==> src/rtl/seq_shifter.sv <==
// Multi-cycle shifter/rotator for the ALU T path, one bit position per clock.
// Latency: done pulses N+2 cycles after start is driven (N forced to 0 for NOSHIFT/undefined modes).
// Backpressure: none; start is ignored while busy, so the issuer must stall on busy.
module seq_shifter #(
    parameter int DATA_WIDTH = 16,
    parameter int AMT_WIDTH  = 5
) (
    input  logic                  clk,
    input  logic                  rst,
    input  logic                  start,
    input  logic [DATA_WIDTH-1:0] T,
    input  logic [2:0]            shiftCtrl,
    input  logic [AMT_WIDTH-1:0]  shamt,
    output logic [DATA_WIDTH-1:0] Result,
    output logic                  carry,
    output logic                  zero,
    output logic                  busy,
    output logic                  done
);

    localparam logic [2:0] NOSHIFT = 3'b000;
    localparam logic [2:0] LSR     = 3'b001;
    localparam logic [2:0] LSL     = 3'b010;
    localparam logic [2:0] ASR     = 3'b011;
    localparam logic [2:0] ROR     = 3'b100;
    localparam logic [2:0] ROL     = 3'b101;

    typedef enum logic {IDLE = 1'b0, SHIFT = 1'b1} state_t;

    state_t                state, state_nx;
    logic [DATA_WIDTH-1:0] work, work_nx;
    logic [AMT_WIDTH-1:0]  cnt, cnt_nx;
    logic [2:0]            mode, mode_nx;
    logic                  cbit, cbit_nx;
    logic [DATA_WIDTH-1:0] result_nx;
    logic                  carry_nx, zero_nx, done_nx;
    logic                  mode_shifts;

    assign busy        = (state == SHIFT);
    assign mode_shifts = (shiftCtrl >= LSR) && (shiftCtrl <= ROL);

    always_comb begin
        state_nx  = state;
        work_nx   = work;
        cnt_nx    = cnt;
        mode_nx   = mode;
        cbit_nx   = cbit;
        result_nx = Result;
        carry_nx  = carry;
        zero_nx   = zero;
        done_nx   = 1'b0;
        case (state)
            IDLE: begin
                if (start) begin
                    work_nx  = T;
                    mode_nx  = shiftCtrl;
                    cbit_nx  = 1'b0;
                    // Non-shifting modes finish after the single writeback cycle.
                    cnt_nx   = mode_shifts ? shamt : '0;
                    state_nx = SHIFT;
                end
            end
            SHIFT: begin
                if (cnt != '0) begin
                    case (mode)
                        LSR: begin
                            work_nx = {1'b0, work[DATA_WIDTH-1:1]};
                            cbit_nx = work[0];
                        end
                        LSL: begin
                            work_nx = {work[DATA_WIDTH-2:0], 1'b0};
                            cbit_nx = work[DATA_WIDTH-1];
                        end
                        ASR: begin
                            work_nx = {work[DATA_WIDTH-1], work[DATA_WIDTH-1:1]};
                            cbit_nx = work[0];
                        end
                        ROR: begin
                            work_nx = {work[0], work[DATA_WIDTH-1:1]};
                            cbit_nx = work[0];
                        end
                        ROL: begin
                            work_nx = {work[DATA_WIDTH-2:0], work[DATA_WIDTH-1]};
                            cbit_nx = work[DATA_WIDTH-1];
                        end
                        default: ;
                    endcase
                    cnt_nx = cnt - AMT_WIDTH'(1);
                end else begin
                    result_nx = work;
                    carry_nx  = cbit;
                    zero_nx   = (work == '0);
                    done_nx   = 1'b1;
                    state_nx  = IDLE;
                end
            end
            default: state_nx = IDLE;
        endcase
    end

    always_ff @(posedge clk) begin
        if (rst) begin
            state  <= IDLE;
            work   <= '0;
            cnt    <= '0;
            mode   <= NOSHIFT;
            cbit   <= 1'b0;
            Result <= '0;
            carry  <= 1'b0;
            zero   <= 1'b0;
            done   <= 1'b0;
        end else begin
            state  <= state_nx;
            work   <= work_nx;
            cnt    <= cnt_nx;
            mode   <= mode_nx;
            cbit   <= cbit_nx;
            Result <= result_nx;
            carry  <= carry_nx;
            zero   <= zero_nx;
            done   <= done_nx;
        end
    end

endmodule

==> config.mk <==
export PLATFORM = sky130hd
export DESIGN_NAME = seq_shifter
export DESIGN_NICKNAME = d
export VERILOG_FILES = /design/src/rtl/seq_shifter.sv
export SDC_FILE = /design/constraint.sdc
export NUM_CORES = 1
export LEC_CHECK = 0
export CORE_MARGIN = 1.5
export CORE_UTILIZATION = 27
export DETAILED_ROUTE_END_ITERATION = 8
export PLACE_DENSITY = 0.54
export SYNTH_ARGS = -nofsm -noshare
export SYNTH_HDL_FRONTEND = slang
export SYNTH_SLANG_ARGS = --single-unit
==> constraint.sdc <==
create_clock -name clk -period 2.3 [get_ports clk]
set_input_delay 0.46 -clock clk [delete_from_list [all_inputs] [get_ports clk]]
set_output_delay 0.46 -clock clk [all_outputs]
set_load 0.005 [all_outputs]
# --- After elaboration in Yosys (flattened, before gate mapping) ---
# Index checks and enable logic that the tools add are counted.
totals:
  reg_bits: 45
  input_bits: 27
  out_inout_bits: 20
  wordCells: 54
op_classes:
  add_sub_neg: 1
  n_lt_le_gt_ge: 2
  n_eq_ne: 11
  mux: 16
  n_bitwise: 2
  n_reduce_logical: 12
op_table:
  columns: ["op", "n"]
  rows:
  - ["$pmux 16 s5", 1]
  - ["$mux 16", 2]
  - ["$pmux 16 s2", 1]
  - ["$logic_not 16->1", 1]
  - ["$mux 5", 3]
  - ["$pmux 5 s2", 1]
  - ["$eq 3x2->1 const B", 2]
  - ["$eq 3x3->1 const B", 2]
  - ["$ne 6x1->1 const B", 1]
  - ["$pmux 1 s2", 3]
  - ["$reduce_and 2->1", 3]
  - ["$reduce_and 3->1", 2]
  - ["$mux 1", 5]
  - ["$ne 5x1->1 const B", 1]
  - ["$reduce_bool 5->1", 1]
  - ["$sub 5x1->5 const B", 1]
  - ["$ne 2x2->1 const B", 2]
  - ["$reduce_and 4->1", 1]
  - ["$reduce_or 2->1", 2]
  - ["$eq 3x1->1 const B", 1]
  - ["$ge 3x1->1 const B", 1]
  - ["$le 3x3->1 const B", 1]
  - ["$ne 3x3->1 const B", 1]
  - ["$reduce_or 3->1", 1]
  - ["3 further kinds", 4]

# --- Depth between registers and ports, before layout ---
depth:
  word_depth: 5
  mapped_depth: 8
  depth_no_buf: 6

# --- Worst setup path before layout ---
# Ideal clock, no wire load.
synth_path:
  kind: "register to register"
  from: "register mode[2]"
  to: "register work[0]"
  setup_time_ns: 0.117
  t_arrival_ns: 1.859
  required_time_ns: 2.183
  slack_ns: 0.323
  stages_incl_launch_ff: 7
  path_buffers: 1
  synth_period_minus_slack_ns: 1.977
  cell_sequence: "dfxtp_1 -> inv_1 -> ha_1 -> a211o_1 -> clkbuf_1 -> a221o_1 -> a32o_1"
synth_between:
  elab_chain_cells: 4
  word_cells_on_any_way: 10
  classes_between: "eq/ne (6); mux (3); reduce/logical (1)"
synth_lines:
  columns: ["element", "line_no", "source"]
  rows:
  - ["start, declared", "33", "logic [2:0] mode, mode_nx;"]
  - ["start signal, assigned", "116", "mode <= mode_nx;"]
  - ["$eq 3x3->1 (tied with other cells)", "65", "case (mode)"]
  - ["$pmux 16 s5", "65", null]
  - ["$mux 16", "64", "if (cnt != '0) begin"]
  - ["$pmux 16 s2", "52", "case (state)"]
  - ["end signal, assigned", "114", "work <= work_nx;"]
  - ["end, declared", "31", "logic [DATA_WIDTH-1:0] work, work_nx;"]
# Several ways; a longest one is shown, not always the timed one. The select of a mux whose other input is x is not followed.
# A chain may end at the register's enable or synchronous reset.

# --- Worst setup path after layout ---
layout_path:
  from: "register cnt[0]"
  to: "register work[7]"
layout_between:
  elab_chain_cells: 3
layout_lines:
  columns: ["element", "line_no", "source"]
  rows:
  - ["start, declared", "32", "logic [AMT_WIDTH-1:0] cnt, cnt_nx;"]
  - ["start signal, assigned", "115", "cnt <= cnt_nx;"]
  - ["$reduce_bool 5->1", "64", null]
  - ["$ne 2x1->1 (no source line)", null, null]
  - ["$reduce_and 3->1 (no source line)", null, null]
# Every way passes these cells.

==> impl_metrics.py <==
metrics = {
    "outcome": {
        "status": "finished clean",
    },
    "detailed_routing": {
        "via_per_inst": 5.04,
        "avgRoutedWirePerCell_um": 13.8,
        "drt-total-wl_um": 5390,
        "drt_iter0_drc": 137,
        "dr.pass1.iters": 4,
        "vias": 1974,
        "antenna_left": 0,
        "drc_errors": 0,
    },
    "pwr": {
        "swShare": 0.316,
        "clkPwrFrac": 0.278,
        "internal-power_mw": 1.28,
        "max-vdd-ir-drop_mv": 0.248,
        "p_sw_mw": 0.592,
        "p_leak_nw": 0.973,
        "p_per_area_nw_per_um2": 667,
        "p_total_mw": 1.87,
        "power.share.sequential": 0.495,
        "pwr-share-comb": 0.226,
    },
    "logic_synthesis": {
        "synth_top_area_cell": "dfxtp_1",
        "synth_cell_types": 39,
        "yosys-top-cells-area": "dfxtp_1, a221o_1, a32o_1",
        "ys_seq_area_frac": 0.418,
        "avgSynthCellArea_um2": 8.73,
        "yosysWarnings": 0,
        "synth-seq-cells": 45,
        "synthCells": 247,
        "yosysTopAreaCellShare": 0.418,
        "synth_fp_nets": 276,
        "syn_area_um2": 2160,
    },
    "sta": {
        "setup_violations": 0,
        "timing.final.max_slew_violations": 0,
        "final_hold_viol_count": 0,
        "finClkSkew_ps": 13.4,
        "slew_headroom": 0.586,
        "hold_slack_ps": 456,
        "fmax_mhz": 461,
        "rsz0062_at_grt": "no",
        "post-route-period-util": 0.942,
        "worst_slew_pin_slew_ps": 620,
        "fin_setup_tns_ps": 0,
        "min_period_ps": 2170,
    },
    "floorplanning": {
        "die_h_um": 92.4,
        "fp.dieW_um": 92.4,
        "start_util": 0.279,
        "dieArea_um2": 8530,
        "pin_count": 47,
        "rows": 32,
        "coreArea_um2": 7730,
    },
    "flow_run": {
        "max_cap_viol_count": 0,
    },
    "cells_and_area": {
        "fillCellCount": 797,
        "final_cell_area_um2": 2810,
        "fin_cells": 392,
        "drive_gt1_frac": 0.131,
        "syn_to_final_growth_pct": 30.1,
        "nNetsFinal": 318,
        "antenna_cells": 0,
    },
    "global_route": {
        "grt_overflow_total": 0,
        "gr-usage-all-layers": 0.132,
        "antenna_found_initial": 0,
        "grt_max_degree": 21,
        "grt_pass1_vias": 1854,
        "grt_pass1_wl_um": 8980,
    },
    "critical_path": {
        "setup.worst_path.class": "register to register",
        "endpoint_kind": "register",
        "worstPathArrival_ps": 2420,
        "worstSetupStartpointType": "register",
        "worstPathRequired_ps": 2550,
        "crit_fanout": 15,
    },
    "clock_tree": {
        "cts_tree": "done",
        "htree_levels": 2,
        "cts-root-buf": "clkbuf_8",
        "cts_made_buffers": 5,
        "clk_latency_ps": 310,
        "hold_buffers": 0,
        "cts_resized": 0,
        "clockBufferDepth": 2,
        "post-cts-setup-buffers": 0,
        "clk_pin_slew_worst_paths_ps": 90,
        "cts_sinks": 45,
    },
    "placed_design": {
        "placed_area_um2": 2710,
        "placed_cells": 384,
        "place_hpwl_um": 3870,
        "port_buffers": 46,
        "gp_congestion": 0.767,
    },
    "hold_path": {
        "hold_path_class": "register to register",
    },
}
[cells by family (layout without fill, tap and decap cells)]
group / Yosys count / count (layout) / synth area share
fa+ha+maj: 2 / 2 / 0.0116
compound gates: 80 / 80 / 0.287
flops: 45 / 45 / 0.418
simple gates: 91 / 91 / 0.218
buf+inv: 27 / 70 / 0.0568
mux: 2 / 2 / 0.00928
[power groups by stage]
| stage | combinational (mW) | clock [mW] | sequential (mW) |
|---|---|---|---|
| 3_3_place_gp | 0.424 | 0 | 0.944 |
| 2_1_floorplan | 0.304 | 0 | 0.912 |
| 6_report | 0.423 | 0.521 | 0.927 |
| 5_1_grt | 0.472 | 0.575 | 0.939 |
| 4_1_cts | 0.425 | 0.541 | 0.925 |
| 3_5_place_dp | 0.423 | 0 | 0.943 |
[area by class of cell]
class                           count  area, um2  share of cell area
Multi-Input combinational cell    175       1130               0.404
Sequential cell                    45        901               0.321
Timing Repair Buffer               54        520               0.185
Tap cell                          102        128              0.0455
Clock buffer                        5       68.8              0.0245
Inverter                            8       30.0              0.0107
Clock inverter                      3       25.0             0.00892
[layout by cell type, fill, tap and decap left out, drive strengths merged, types with 5 or more instances in the layout]
cell,count
nor2,13
o21ai,10
nand2,40
inv,10
dfxtp,45
a21oi,28
clkbuf,5
a221o,15
a32o,15
buf,8
clkdlybuf4s50,46
or2,15
[synthesized netlist by cell type]
library cell,number
a221oi_1,2
a211o_1,2
dfxtp_1,45
a221o_1,15
nand4_1,2
a311o_1,1
nor3b_4,1
a21oi_4,2
a21oi_1,26
a32o_1,15
buf_6,2
o221a_2,1
or4_1,1
mux2i_1,2
clkbuf_1,12
nand2_1,40
nand3b_1,1
nor2b_1,2
ha_1,2
and4_1,1
nor4b_1,2
a21o_1,2
or4b_1,1
nor2_1,12
or3_1,1
o32ai_1,1
nor3b_1,3
and3b_1,1
nor3_1,2
and2b_2,1
nor4_1,3
a211oi_1,2
inv_1,8
o21ai_0,10
buf_2,5
or2_2,15
nor2_2,1
nand3_1,1
o21ba_2,1
[routing by layer]
metal,vias up,share of wire,global-route usage
met5,-,0,0
li1,992,-,-
met1,925,0.51,0.190
met3,7,0.045,0.0279
met4,0,0.014,0.0423
met2,50,0.43,0.195
[flip-flops by register name, indices dropped and copies added (netlist names)]
name and cells:
Result 16, busy 1, carry 1, cbit 1
cnt 5, done 1, mode 3, work 16
zero 1
[worst paths after layout]
check	start	to	slack [ps]	cells after the start
max	cnt[0]	work[7]	130	6
min	Result[0]	Result[0]	460	2
max reg2reg	cnt[0]	work[7]	130	6
min reg2reg	Result[0]	Result[0]	460	2
[through the flow]
stage / setup WS, ps / utilization
5_1_grt: 15.5 / 0.363
2_1_floorplan: 323 / -
3_3_place_gp: 210 / 0.351
3_5_place_dp: 160 / 0.351
4_1_cts: 139 / 0.363
6_report: 132 / 0.363
[critical path: stages, from the launching register on]
cell and delay (ps):
dfxtp_1 320, inv_1 100, ha_1 220, or4b_1 580
a21o_1 300, a21oi_4 400, a32o_1 180
Power figures use the tool's default switching activity.
